### src/rtl/cond_resolver_if.sv
// cond_resolver_if: decode/flag-register side signals of the branch condition resolver.
interface cond_resolver_if #(parameter int PEND_W = 2);
    logic              flag_issue;
    logic              flag_wr;
    logic [3:0]        alu_flags;
    logic [3:0]        Flags;
    logic              req_valid;
    logic [3:0]        req_cond;
    logic              req_ready;
    logic              stall;
    logic              res_valid;
    logic              res_taken;
    logic [PEND_W-1:0] pend_cnt;
    logic              err_proto;

    modport master (
        output flag_issue, flag_wr, alu_flags, Flags, req_valid, req_cond,
        input  req_ready, stall, res_valid, res_taken, pend_cnt, err_proto
    );

    modport slave (
        input  flag_issue, flag_wr, alu_flags, Flags, req_valid, req_cond,
        output req_ready, stall, res_valid, res_taken, pend_cnt, err_proto
    );
endinterface

### src/rtl/cond_resolver.sv
// cond_resolver: evaluates ARMv8 B.cond codes on forwarded flags, stalling a branch
// until every older in-flight flag-setting op has written back.
module cond_resolver #(
    parameter int MAX_PEND = 3,
    parameter int PEND_W   = 2
) (
    input logic            clk,
    input logic            reset,
    cond_resolver_if.slave bus
);
    typedef enum logic {IDLE, WAIT} state_t;

    state_t            state;
    logic [3:0]        heldCond;
    logic [3:0]        effFlags;
    logic [PEND_W-1:0] nextCnt;
    logic              decr;
    logic              overflow;

    // Flag order is [0]N [1]Z [2]V [3]C.
    function automatic logic condHolds(input logic [3:0] c, input logic [3:0] f);
        logic n, z, v, cy;
        n = f[0];
        z = f[1];
        v = f[2];
        cy = f[3];
        condHolds = 1'b1;
        case (c)
            4'h0: condHolds = z;
            4'h1: condHolds = !z;
            4'h2: condHolds = cy;
            4'h3: condHolds = !cy;
            4'h4: condHolds = n;
            4'h5: condHolds = !n;
            4'h6: condHolds = v;
            4'h7: condHolds = !v;
            4'h8: condHolds = cy && !z;
            4'h9: condHolds = !(cy && !z);
            4'hA: condHolds = n == v;
            4'hB: condHolds = n != v;
            4'hC: condHolds = !z && (n == v);
            4'hD: condHolds = !(!z && (n == v));
            default: condHolds = 1'b1;
        endcase
    endfunction

    // A write with nothing tracked is legal and must not underflow the count.
    always_comb begin
        effFlags = bus.flag_wr ? bus.alu_flags : bus.Flags;
        decr     = bus.flag_wr && (bus.pend_cnt != '0);
        overflow = bus.flag_issue && !bus.flag_wr && (bus.pend_cnt == PEND_W'(MAX_PEND));
        nextCnt  = overflow ? bus.pend_cnt
                            : bus.pend_cnt + PEND_W'(bus.flag_issue) - PEND_W'(decr);
    end

    always_ff @(posedge clk) begin
        if (reset) begin
            state         <= IDLE;
            heldCond      <= '0;
            bus.req_ready <= 1'b1;
            bus.stall     <= 1'b0;
            bus.res_valid <= 1'b0;
            bus.res_taken <= 1'b0;
            bus.pend_cnt  <= '0;
            bus.err_proto <= 1'b0;
        end else begin
            bus.pend_cnt  <= nextCnt;
            bus.res_valid <= 1'b0;
            if (overflow || (state == WAIT && bus.flag_issue))
                bus.err_proto <= 1'b1;
            case (state)
                IDLE: begin
                    if (bus.req_valid && nextCnt == '0) begin
                        bus.res_valid <= 1'b1;
                        bus.res_taken <= condHolds(bus.req_cond, effFlags);
                    end else if (bus.req_valid) begin
                        heldCond      <= bus.req_cond;
                        state         <= WAIT;
                        bus.req_ready <= 1'b0;
                        bus.stall     <= 1'b1;
                    end
                end
                default: begin
                    if (nextCnt == '0) begin
                        bus.res_valid <= 1'b1;
                        bus.res_taken <= condHolds(heldCond, effFlags);
                        state         <= IDLE;
                        bus.req_ready <= 1'b1;
                        bus.stall     <= 1'b0;
                    end
                end
            endcase
        end
    end
endmodule
### src/flat_wrapper.sv
// flat-port wrapper written by rule: the top's interface ports become plain ports
module cond_resolver_flat 
#(
    parameter int MAX_PEND = 3,
    parameter int PEND_W   = 2
)
  (clk, reset, bus_flag_issue, bus_flag_wr, bus_alu_flags, bus_Flags, bus_req_valid, bus_req_cond, bus_req_ready, bus_stall, bus_res_valid, bus_res_taken, bus_pend_cnt, bus_err_proto);
  cond_resolver_if #(.PEND_W(PEND_W)) bus_i ();
  input logic clk;
  input logic reset;
  input wire logic [$bits(bus_i.flag_issue)-1:0] bus_flag_issue;
  input wire logic [$bits(bus_i.flag_wr)-1:0] bus_flag_wr;
  input wire logic [$bits(bus_i.alu_flags)-1:0] bus_alu_flags;
  input wire logic [$bits(bus_i.Flags)-1:0] bus_Flags;
  input wire logic [$bits(bus_i.req_valid)-1:0] bus_req_valid;
  input wire logic [$bits(bus_i.req_cond)-1:0] bus_req_cond;
  output wire logic [$bits(bus_i.req_ready)-1:0] bus_req_ready;
  output wire logic [$bits(bus_i.stall)-1:0] bus_stall;
  output wire logic [$bits(bus_i.res_valid)-1:0] bus_res_valid;
  output wire logic [$bits(bus_i.res_taken)-1:0] bus_res_taken;
  output wire logic [$bits(bus_i.pend_cnt)-1:0] bus_pend_cnt;
  output wire logic [$bits(bus_i.err_proto)-1:0] bus_err_proto;
  assign bus_i.flag_issue = bus_flag_issue;
  assign bus_i.flag_wr = bus_flag_wr;
  assign bus_i.alu_flags = bus_alu_flags;
  assign bus_i.Flags = bus_Flags;
  assign bus_i.req_valid = bus_req_valid;
  assign bus_i.req_cond = bus_req_cond;
  assign bus_req_ready = bus_i.req_ready;
  assign bus_stall = bus_i.stall;
  assign bus_res_valid = bus_i.res_valid;
  assign bus_res_taken = bus_i.res_taken;
  assign bus_pend_cnt = bus_i.pend_cnt;
  assign bus_err_proto = bus_i.err_proto;
  cond_resolver #(.MAX_PEND(MAX_PEND), .PEND_W(PEND_W)) u_core (.clk(clk), .reset(reset), .bus(bus_i));
endmodule
### config.mk
export PLATFORM = sky130hd
export DESIGN_NAME = cond_resolver_flat
export DESIGN_NICKNAME = d
export VERILOG_FILES = /design/src/rtl/cond_resolver_if.sv /design/src/rtl/cond_resolver.sv /design/src/flat_wrapper.sv
export SDC_FILE = /design/constraint.sdc
export NUM_CORES = 1
export LEC_CHECK = 0
export BUFFER_PORTS_ARGS = -buffer_cell sky130_fd_sc_hd__buf_4
export CORE_MARGIN = 1
export CORE_UTILIZATION = 50
export CTS_BUF_LIST = sky130_fd_sc_hd__clkbuf_8
export DETAILED_ROUTE_END_ITERATION = 8
export PLACE_DENSITY = 0.74
export RECOVER_POWER = 100
export SYNTH_ARGS = -nofsm -noshare
export SYNTH_HDL_FRONTEND = slang
export SYNTH_SLANG_ARGS = --single-unit
### constraint.sdc
create_clock -name clk -period 4.5 [get_ports clk]
set_input_delay 0.675 -clock clk [delete_from_list [all_inputs] [get_ports clk]]
set_output_delay 0.675 -clock clk [all_outputs]
set_load 0.03 [all_outputs]
==> results.json <==
{
  "cts_root_buffer": "clkbuf_8",
  "synth_nets": 125,
  "rsz0062_at_grt": "false",
  "synth-main-ff-cell": "dfxtp_1",
  "num_rows": 15,
  "fin_nets": 147,
  "vdd_drop_max_v": 0.0004237,
  "max_slew_margin_pct": 54.55,
  "io_buffers": 23,
  "p_leak_nw": 0.4768,
  "min_period_ns": 2.774,
  "grt_max_degree": 13,
  "cts_resized": 0,
  "finClkSkew_ns": 0.003755,
  "htreeDepth": 1,
  "grt_pass1_wl_mm": 3.243,
  "tightestPinTransition_ns": 0.6818,
  "synth_cells": 106,
  "powerDensity_nw_per_um2": 553.0,
  "finalSetupViolCount": 0,
  "regArea_um2": 240.2,
  "antenna_left": 0,
  "maxCapViolations": 0,
  "critPathArrivalTime_ns": 2.91,
  "period_share_pct": 61.65,
  "dp_hpwl_mm": 1.676,
  "start_util_pct": 53.69,
  "drc": 0,
  "wl_per_cell_um": 13.55,
  "clock-sinks": 12,
  "synth_edf_count": 0,
  "ctsHoldBuffers": 0,
  "syn_area_um2": 937.1,
  "yosysMostFrequentCell": "dfxtp_1",
  "fmax_mhz": 360.5,
  "slowest_delay_ns": 0.51,
  "dieArea_um2": 2052,
  "path_clk_slew_ns": 0.05,
  "ys_seq_area_share_pct": 25.63,
  "path_common_cell": "ha_1",
  "synth_top_area_share_pct": 25.63,
  "grt-ovfl-total": 0,
  "status": "completed",
  "critPathSlowestCell": "clkbuf_1",
  "synthTopCellsByCount": "dfxtp_1, nor2_1, mux2i_1, xnor2_1",
  "clkLatencyLatePin_ns": 0.25,
  "avgSynthCellArea_um2": 8.841,
  "syn_to_final_growth_pct": 18.83,
  "reg2regPathDepth": 10,
  "gp_congestion": 0.7947,
  "vias": 825,
  "totalPowerFinal_mw": 0.6158,
  "grt.total_usage_pct": 22.81,
  "final-max-slew-violation-count": 0,
  "hold_path_class": "register to register",
  "io_pins": 24,
  "finalHoldViolCount": 0,
  "drt_pass1_iterations": 4,
  "die_w_um": 45.30,
  "critical_path_required_ns": 4.64,
  "hold_path_depth": 2,
  "critPathKind": "primary input to register",
  "drive_above_1_share_pct": 18.11,
  "via_per_inst": 5.428,
  "cts_buffers": 3,
  "yosys.area.top_type": "dfxtp_1",
  "clock_path_buffers": 2,
  "synth_cell_types": 37,
  "fp.dieH_um": 45.30,
  "diodes": 0,
  "routed_wl_mm": 2.060,
  "antenna_found_initial": 0,
  "critPathTopFamily": "buffers and inverters",
  "fill_cells": 169,
  "synth.yosys.warnings": 0,
  "grt_pass1_vias": 730,
  "fin_tns_setup_ns": 0,
  "coreArea_um2": 1745,
  "post_cts.repair.setup_buffers": 0,
  "worstPathCellList": "clkbuf_1 -> o21a_1 -> ha_1 -> inv_1 -> ha_1 -> xor2_1 -> xnor2_1 -> nand2_1 -> nand3_1 -> mux2i_1 -> nor2_1",
  "path_depth": 11,
  "critPathCaptureType": "register",
  "synth-seq-cells": 12,
  "cts_tree": "yes",
  "critPathBufInv": 2,
  "multi_input_area_um2": 618.1,
  "synthTopCellsByArea": "dfxtp_1, mux2i_1, xnor2_1",
  "path_max_fanout": 12,
  "async_flop_share_pct": 0,
  "drt_iter0_markers": 10,
  "startpoint_type": "primary input"
}
logic make-up (layout without fill, tap and decap cells):
logic type	count (synthesis)	after routing	synth area share, %
muxes	12	12	18.16
AOI/OAI and AO/OA	23	23	17.49
adders and majority gates	2	2	2.670
xor gates and xnor gates	11	11	10.28
DFF	12	12	25.63
buffers and inverters	13	34	6.275
and+or+nand+nor	33	33	19.49
cells in the final DEF (no fill, tap or decap), types with 2 or more instances in the layout:
| cell type | count |
|---|---|
| nor3b_1 | 2 |
| buf_4 | 15 |
| ha_1 | 2 |
| o31ai_1 | 2 |
| clkbuf_8 | 4 |
| o21ai_0 | 3 |
| nand2_1 | 7 |
| inv_1 | 7 |
| a21oi_1 | 7 |
| nor3_1 | 4 |
| o221ai_1 | 2 |
| dfxtp_1 | 12 |
| mux2i_1 | 8 |
| nor2_1 | 10 |
| xor2_1 | 3 |
| xnor2_1 | 8 |
| nor2b_1 | 5 |
| clkbuf_1 | 8 |
| mux4_1 | 2 |
path summary, 6_finish.rpt:
path / from / end / slack (ns)
max: bus_flag_wr / u_core.heldCond[0] / 1.73
max reg2reg: u_core.bus.pend_cnt[1] / u_core.heldCond[0] / 2.27
min reg2reg: u_core.bus.req_ready / u_core.bus.req_ready / 0.50
min: u_core.bus.req_ready / u_core.bus.req_ready / 0.50
through the flow:
| stage | instance area, um2 | util, % | hold WS (ns) | worst slack, ns | std cells |
|---|---|---|---|---|---|
| after floorplan | 937.1 | - | 0.5492 | 2.131 | 106 |
| after global placement | 1109 | 63.51 | 0.5057 | 1.963 | 148 |
| after detailed placement | 1109 | 63.51 | 0.4978 | 1.868 | 148 |
| after CTS | 1164 | 66.67 | 0.5125 | 2.122 | 152 |
| after global routing | 1114 | 63.80 | 0.5308 | 1.394 | 152 |
| final | 1114 | 63.80 | 0.5024 | 1.726 | 152 |
metal layers:
layer | global-route usage (%) | up-vias | routed length, um
met5 | 0 | - | 0
met4 | 14.55 | 0 | 68
met3 | 2.400 | 6 | 59
met2 | 37.68 | 24 | 965
met1 | 28.08 | 375 | 967
li1 | - | 420 | -
tightest hold or removal path: cells and delay by family, from the launching register on:
kind               cells  cell delay [ns]
DFF                    1             0.32
AOI/OAI and AO/OA      1             0.09
and+or+nand+nor        1             0.06
registers in the layout, summed over array words and instances, names as in the netlist:
register / count
u_core.bus.res_valid: 1
u_core.bus.req_ready: 1
u_core.state: 1
u_core.bus.res_taken: 1
u_core.heldCond: 4
u_core.bus.stall: 1
u_core.bus.pend_cnt: 2
u_core.bus.err_proto: 1
where the power goes:
part,internal [mW],switching [mW]
Sequential,0.146,0.0451
Clock,0.0775,0.0440
Combinational,0.126,0.177
Total,0.350,0.266
cell type report:
type / instances / share of cell area (%)
multi-input combinational: 81 / 55.51
sequential: 12 / 21.57
inverter: 7 / 2.360
tap: 25 / 2.809
clock buffer: 4 / 4.944
timing repair buffer: 23 / 12.81
Note: power is estimated with default switching activity, not from simulation.
